File: config.mk
export PLATFORM = sky130hd
export DESIGN_NAME = display_scan_mux_flat
export DESIGN_NICKNAME = d
export VERILOG_FILES = /design/src/rtl/display_scan_if.sv /design/src/rtl/display_scan_mux.sv /design/src/flat_wrapper.sv
export SDC_FILE = /design/constraint.sdc
export NUM_CORES = 1
export LEC_CHECK = 0
export BUFFER_PORTS_ARGS = -buffer_cell sky130_fd_sc_hd__buf_2
export CAP_MARGIN = 15
export CORE_ASPECT_RATIO = 0.5
export CORE_UTILIZATION = 51
export CTS_BUF_LIST = sky130_fd_sc_hd__clkbuf_16
export DETAILED_ROUTE_END_ITERATION = 10
export PLACE_DENSITY = 0.75
export SLEW_MARGIN = 10
export SYNTH_ARGS = -nofsm -noshare
export SYNTH_HDL_FRONTEND = slang
export SYNTH_SLANG_ARGS = --single-unit
File: constraint.sdc
create_clock -name clock -period 2 [get_ports clock]
set_input_delay 0.4 -clock clock [delete_from_list [all_inputs] [get_ports clock]]
set_output_delay 0.4 -clock clock [all_outputs]
set_load 0.02 [all_outputs]
File: src/rtl/display_scan_if.sv
// Scan-mux bus: capture/enable controls in, scan position and anode drive out.
interface display_scan_if #(
    parameter int DIGITS = 8,
    parameter int IW     = ($clog2(DIGITS) > 1) ? $clog2(DIGITS) : 1
);
    logic                  enable;
    logic [4*DIGITS-1:0]   data;
    logic                  load;
    logic                  busy;
    logic [IW-1:0]         digit_sel;
    logic [3:0]            nibble;
    logic [DIGITS-1:0]     anode;
    logic                  tick;

    modport master (output enable, data, load,
                    input  busy, digit_sel, nibble, anode, tick);
    modport slave  (input  enable, data, load,
                    output busy, digit_sel, nibble, anode, tick);
endinterface

File: src/rtl/display_scan_mux.sv
// Multiplexed 7-seg digit scanner with frame-synchronous double buffering.
// Optional leading-zero blanking is built when DISPLAY_SCAN_LZB_EN is defined.
module display_scan_mux #(
    parameter int DIGITS = 8,
    parameter int DIV    = 100000
) (
    input  logic          clock,
    input  logic          reset,
    display_scan_if.slave bus
);
    localparam int IW = ($clog2(DIGITS) > 1) ? $clog2(DIGITS) : 1;
    localparam int PW = $clog2(DIV);

    logic [PW-1:0]            presc;
    logic [IW-1:0]            idx;
    logic [DIGITS-1:0][3:0]   shadow;
    logic [DIGITS-1:0][3:0]   pending;
    logic                     busy_q;
    logic                     tick;
    logic                     wrap;
    logic [DIGITS-1:0]        onehot;

    assign tick = bus.enable && (presc == PW'(DIV - 1));
    assign wrap = tick && (idx == IW'(DIGITS - 1));

    always_ff @(posedge clock or negedge reset) begin
        if (!reset) begin
            presc   <= '0;
            idx     <= '0;
            shadow  <= '0;
            pending <= '0;
            busy_q  <= 1'b0;
        end else begin
            if (bus.enable)
                presc <= tick ? '0 : presc + 1'b1;
            if (tick)
                idx <= wrap ? '0 : idx + 1'b1;
            // Shadow only moves on the frame wrap, so a frame never mixes old and new digits.
            if (wrap && busy_q)
                shadow <= pending;
            if (bus.load)
                pending <= bus.data;
            if (bus.load)
                busy_q <= 1'b1;
            else if (wrap)
                busy_q <= 1'b0;
        end
    end

    always_comb begin
        onehot      = '0;
        onehot[idx] = 1'b1;
    end

`ifdef DISPLAY_SCAN_LZB_EN
    // zero_above[k]: digit k and every digit above it are zero.
    logic [DIGITS:0] zero_above;
    logic            blank;

    assign zero_above[DIGITS] = 1'b1;
    for (genvar k = 0; k < DIGITS; k++) begin : g_lz
        assign zero_above[k] = (shadow[k] == 4'h0) && zero_above[k+1];
    end
    assign blank     = (idx != '0) && zero_above[idx];
    assign bus.anode = (bus.enable && !blank) ? ~onehot : '1;
`else
    assign bus.anode = bus.enable ? ~onehot : '1;
`endif

    assign bus.busy      = busy_q;
    assign bus.digit_sel = idx;
    assign bus.nibble    = shadow[idx];
    assign bus.tick      = tick;
endmodule

File: src/flat_wrapper.sv
// flat-port wrapper written by rule: the top's interface ports become plain ports
module display_scan_mux_flat 
#(
    parameter int DIGITS = 8,
    parameter int DIV    = 100000
)
  (clock, reset, bus_enable, bus_data, bus_load, bus_busy, bus_digit_sel, bus_nibble, bus_anode, bus_tick);
  display_scan_if #(.DIGITS(DIGITS)) bus_i ();
  input  logic clock;
  input  logic reset;
  input wire logic [$bits(bus_i.enable)-1:0] bus_enable;
  input wire logic [$bits(bus_i.data)-1:0] bus_data;
  input wire logic [$bits(bus_i.load)-1:0] bus_load;
  output wire logic [$bits(bus_i.busy)-1:0] bus_busy;
  output wire logic [$bits(bus_i.digit_sel)-1:0] bus_digit_sel;
  output wire logic [$bits(bus_i.nibble)-1:0] bus_nibble;
  output wire logic [$bits(bus_i.anode)-1:0] bus_anode;
  output wire logic [$bits(bus_i.tick)-1:0] bus_tick;
  assign bus_i.enable = bus_enable;
  assign bus_i.data = bus_data;
  assign bus_i.load = bus_load;
  assign bus_busy = bus_i.busy;
  assign bus_digit_sel = bus_i.digit_sel;
  assign bus_nibble = bus_i.nibble;
  assign bus_anode = bus_i.anode;
  assign bus_tick = bus_i.tick;
  display_scan_mux #(.DIGITS(DIGITS), .DIV(DIV)) u_core (.clock(clock), .reset(reset), .bus(bus_i));
endmodule
==> results.txt <==
The die boundary height came out at 63.4 um. The overall die area came out at between 0.007 and 0.008 sq mm. The final critical path takes up 112% of the cycle. Setup repair after global routing could not meet its margin everywhere. The global route total overflow is 0.

The total half-perimeter wirelength after legalization and detailed placement came out at roughly 5.2 mm. Across the whole layout, storage elements account for about 0.0021 sq mm. The clock network accounts for 38.5% of the total power. The worst-case register-to-register setup slack came out at -190 ps.

The number of flops mapped to enable cells by yosys came out at 0. The detailed router finished its first iteration with between 100 and 150 violations. The final critical path time including I/O delays and setup is between 2000 and 2500 ps. The total internal power is 2.86 mW. The last weighted congestion value of the routability-driven placer came out at between 0.8 and 0.9. The data required time of the critical path is 1600 ps. The arrival time reported for the critical path endpoint is around 1800 ps. The power density normalized to cell area came out at ~770 mW/mm^2. For this run, the leading register cell type out of synthesis is sky130_fd_sc_hd__dfrtp_1. The number of H-tree branching levels came out at 3. The width of the die came out at roughly 120 um. The worst setup path is of the reg -> out kind. The cell leakage power came out at approximately 2.4 nW. The worst-case clock skew came out at about 4.1 ps. The later-pin clock latency in the skew report came out at 330 ps. CTS placed an instance of sky130_fd_sc_hd__clkbuf_16 at the clock tree root. The growth of design area from synthesis to finish came out at 26.9%.

After detailed routing, the total wire length is about 7.6 mm. Dividing the detail-routed via count by the number of cells gives between 5 and 6. The starting density of the core came out at about 55%. Traced cell by cell, the critical path runs through buf_12 > mux4_2 > mux2_4 > buf_6. The largest net degree at the start of global routing is 43.

The count of pins over their slew limit is 0. The net total in the final layout is approximately 390. The filler cells instantiated in the layout total around 460. After detailed routing, the average wire length per cell comes to 17.1 um. The worst-case IR drop observed on VDD is 568 uV. The critical-path maximum fanout came out at 7. Across all setup checks in the final design, the least slack found is -239 ps.

The largest individual stage delay along the critical path comes from the cell sky130_fd_sc_hd__mux4_2. The placed instances occupy a cell area of between 0.004 and 0.005 sq mm. The final reports fail on DRC, setup timing. The fraction of power spent switching nets is 23.9%. The worst-case headroom to the max-slew limit is 64.0%. Among cell families on the critical path, the largest total delay comes from multiplexers. The clock input transition at the sequential cells of the worst setup and hold paths came out at about 60 ps. Counting the buffers created by CTS gives 9. The sequential cell fraction of total power is between 50 and 60%. The final hold violation count came out at 0. In the final layout, the share of cells above drive strength 1 is a little over half.

The delay of the slowest cell on the worst path came out at 520 ps. Summing all multi-input logic gate instances after layout gives 0.00169 sq mm. The count of input and output buffers is 52. The startpoint kind of the worst setup timing path is a flip-flop. After synthesis, the share of flip-flops with an asynchronous set or reset is 100%. For this run, the detailed router's first-pass iteration total came to 7.

The total of endpoints with negative setup slack in the final report came out at 37. The gate count of the mapped netlist is about 260. The depth of the most critical reg-to-reg path came out at 4.

The buffer and inverter count on the worst path is 2. The post-synthesis instance area is roughly 0.0039 sq mm. The worst register-to-register path begins at u_core.presc[8]$_DFFE_PN0P_.

The count of warnings emitted by yosys is 0. The share of the Yosys chip area taken by registers is 55.2%. The worst register-to-register path ends at u_core.shadow[4]$_DFFE_PN0P_. The placed instance count is roughly 420. During I/O placement, the number of pins put on the boundary was 53.

The run finished, with violations left. The global routing usage summed across all routing layers is 22.0%. In the routed design, unresolved DRC markers number 2.

The routed via count came out at about 2400. The initial antenna violation count was 0. The number of nets with antenna violations after detailed routing is 0. A synthesized cell averages about 15 sq um. The summed area of non-filler cells in the final layout came out at 0.00489 sq mm. The area of the core is ~0.0070 sq mm. The achievable clock frequency is 0.447 GHz.

Counting along the longest clock path gives a buffer depth of 2. The combinational share of power is approximately a tenth. The via count of the first global-routing pass came out at approximately 2600. Summed over all nets, the switching power comes to between 0.8 and 0.9 mW. The post-synth net total is just over 300. 0 antenna diodes ended up in the layout. After floorplanning, the core was divided into 21 placement rows.

The worst setup path is captured at an output port. The synthesized design contains 85 register bits. The clock net sink count is 85. The TritonCTS clock tree is built. In this run the worst hold path is classified as in -> async. The finished layout holds about 440 standard cells, fillers aside. The reported max-cap violation count is 0. The number of different library cells used by synthesis comes to 26. The first-pass GRT wire length is 13.0 mm. The measured slew at the worst slew-check pin is approximately 540 ps.
-- power by group through the flow --
| stage | combinational, mW | sequential [mW] | clock, mW |
|---|---|---|---|
| final | 0.390 | 1.92 | 1.45 |
| after global routing | 0.437 | 1.94 | 1.56 |
| after CTS | 0.394 | 1.92 | 1.50 |
| after detailed placement | 0.386 | 1.95 | 0 |
| after global placement | 0.367 | 1.95 | 0 |
| after floorplan | 0.207 | 1.93 | 0 |
-- registers in the layout, summed over array words and instances (netlist names) --
signal,cells
u_core.bus.digit_sel,3
u_core.bus.busy,1
u_core.presc,17
u_core.pending,32
u_core.shadow,32
-- cell usage in the layout (no fill, tap or decap), types with 2 or more instances in the layout --
| cell | n |
|---|---|
| sky130_fd_sc_hd__nand2_1 | 9 |
| sky130_fd_sc_hd__nor4_1 | 3 |
| sky130_fd_sc_hd__buf_12 | 5 |
| sky130_fd_sc_hd__dfrtp_2 | 2 |
| sky130_fd_sc_hd__mux2_2 | 36 |
| sky130_fd_sc_hd__dfrtp_1 | 83 |
| sky130_fd_sc_hd__nand2b_1 | 2 |
| sky130_fd_sc_hd__nor2b_2 | 2 |
| sky130_fd_sc_hd__buf_16 | 2 |
| sky130_fd_sc_hd__buf_6 | 6 |
| sky130_fd_sc_hd__nand3_1 | 8 |
| sky130_fd_sc_hd__buf_4 | 26 |
| sky130_fd_sc_hd__nor3_1 | 5 |
| sky130_fd_sc_hd__xor2_1 | 2 |
| sky130_fd_sc_hd__clkbuf_16 | 10 |
| sky130_fd_sc_hd__nand4_1 | 9 |
| sky130_fd_sc_hd__nor2_1 | 11 |
| sky130_fd_sc_hd__clkinvlp_4 | 2 |
| sky130_fd_sc_hd__inv_1 | 7 |
| sky130_fd_sc_hd__buf_2 | 46 |
| sky130_fd_sc_hd__nor2b_1 | 2 |
| sky130_fd_sc_hd__mux2_4 | 35 |
| sky130_fd_sc_hd__nor4_4 | 2 |
| sky130_fd_sc_hd__clkinv_1 | 2 |
| sky130_fd_sc_hd__xnor2_1 | 13 |
| sky130_fd_sc_hd__ha_4 | 2 |
| sky130_fd_sc_hd__mux4_2 | 8 |
-- Yosys cell counts, types with 3 or more instances --
library cell | number | area [sq um]
sky130_fd_sc_hd__dfrtp_1 | 85 | 2130
sky130_fd_sc_hd__mux2_2 | 41 | 462
sky130_fd_sc_hd__mux2_4 | 30 | 450
sky130_fd_sc_hd__xnor2_1 | 13 | 114
sky130_fd_sc_hd__nor2_1 | 11 | 41.3
sky130_fd_sc_hd__clkbuf_1 | 9 | 33.8
sky130_fd_sc_hd__nand2_1 | 9 | 33.8
sky130_fd_sc_hd__nand3_1 | 9 | 45.0
sky130_fd_sc_hd__nand4_1 | 9 | 56.3
sky130_fd_sc_hd__mux4_2 | 8 | 180
sky130_fd_sc_hd__nor4_1 | 6 | 37.5
sky130_fd_sc_hd__inv_1 | 5 | 18.8
sky130_fd_sc_hd__nor3_1 | 5 | 25.0
sky130_fd_sc_hd__nor2b_1 | 4 | 25.0
sky130_fd_sc_hd__buf_12 | 3 | 60.1
sky130_fd_sc_hd__ha_1 | 3 | 37.5
-- logic make-up after synthesis --
group | share of synthesized area (%)
buffers and inverters | 3.41
XOR/XNOR | 3.41
flip-flops | 55.2
AO/OA/AOI/OAI | 0.455
multiplexers | 28.4
AND/OR/NAND/NOR | 8.15
adder cells (fa/ha/maj) | 0.975
-- how the worst max path moves through the flow --
stage	startpoint	to	slack (ps)	cells after the start
2_1_floorplan	u_core.presc[0]$_DFFE_PN0P_	u_core.shadow[0]$_DFFE_PN0P_	-50	7
3_5_place_dp	u_core.presc[5]$_DFFE_PN0P_	u_core.shadow[8]$_DFFE_PN0P_	-30	5
3_3_place_gp	u_core.presc[5]$_DFFE_PN0P_	u_core.shadow[9]$_DFFE_PN0P_	-20	5
6_report	u_core.bus.digit_sel[0]$_DFFE_PN0N_	bus_nibble[1]	-240	4
5_1_grt	u_core.bus.digit_sel[0]$_DFFE_PN0N_	bus_nibble[1]	-290	4
4_1_cts	u_core.bus.digit_sel[0]$_DFFE_PN0N_	bus_nibble[0]	-230	4
-- layout make-up --
cell class	count	area share, %
repair buffers	86	13.8
well taps	92	2.36
multi-input cells	159	34.6
inverters	5	0.384
clock inverters	7	0.717
clock buffers	9	4.61
flip-flops and latches	85	43.6
-- repair_timing --
item                                    in CTS  in global routing
gates cloned                                 2                  1
hold buffers                                 0                  0
resized for setup                           17                  6
endpoints found under the setup margin      38                 43
buffers inserted                             2                  0
pin swaps                                    3                  3
endpoints found under the hold margin        0                  0
-- metal layers --
metal	global-route usage, %	vias up	wire (um)
li1	-	1107	-
met4	8.54	0	116
met5	0	-	0
met3	6.88	9	325
met2	37.5	49	3770
met1	26.4	1194	3360
-- through the flow --
stage | TNS [ps] | setup slack, ps | hold WS (ps) | power (mW) | utilization [%]
after CTS | -7620 | -230 | 56.5 | 3.81 | 69.2
after floorplan | -1610 | -53.6 | 104 | 2.14 | -
after global routing | -8510 | -292 | 83.3 | 3.94 | 69.9
after global placement | -222 | -15.3 | 411 | 2.31 | 63.6
after detailed placement | -510 | -28.8 | 417 | 2.34 | 63.6
final | -6530 | -239 | 49.6 | 3.76 | 69.9
-- worst reg2reg max path: stages (launching register included) --
cell	delay (ps)
sky130_fd_sc_hd__dfrtp_1	400
sky130_fd_sc_hd__or4b_4	530
sky130_fd_sc_hd__or4_4	630
sky130_fd_sc_hd__clkbuf_16	220
sky130_fd_sc_hd__mux2_4	300
Power figures use the tool's default switching activity.
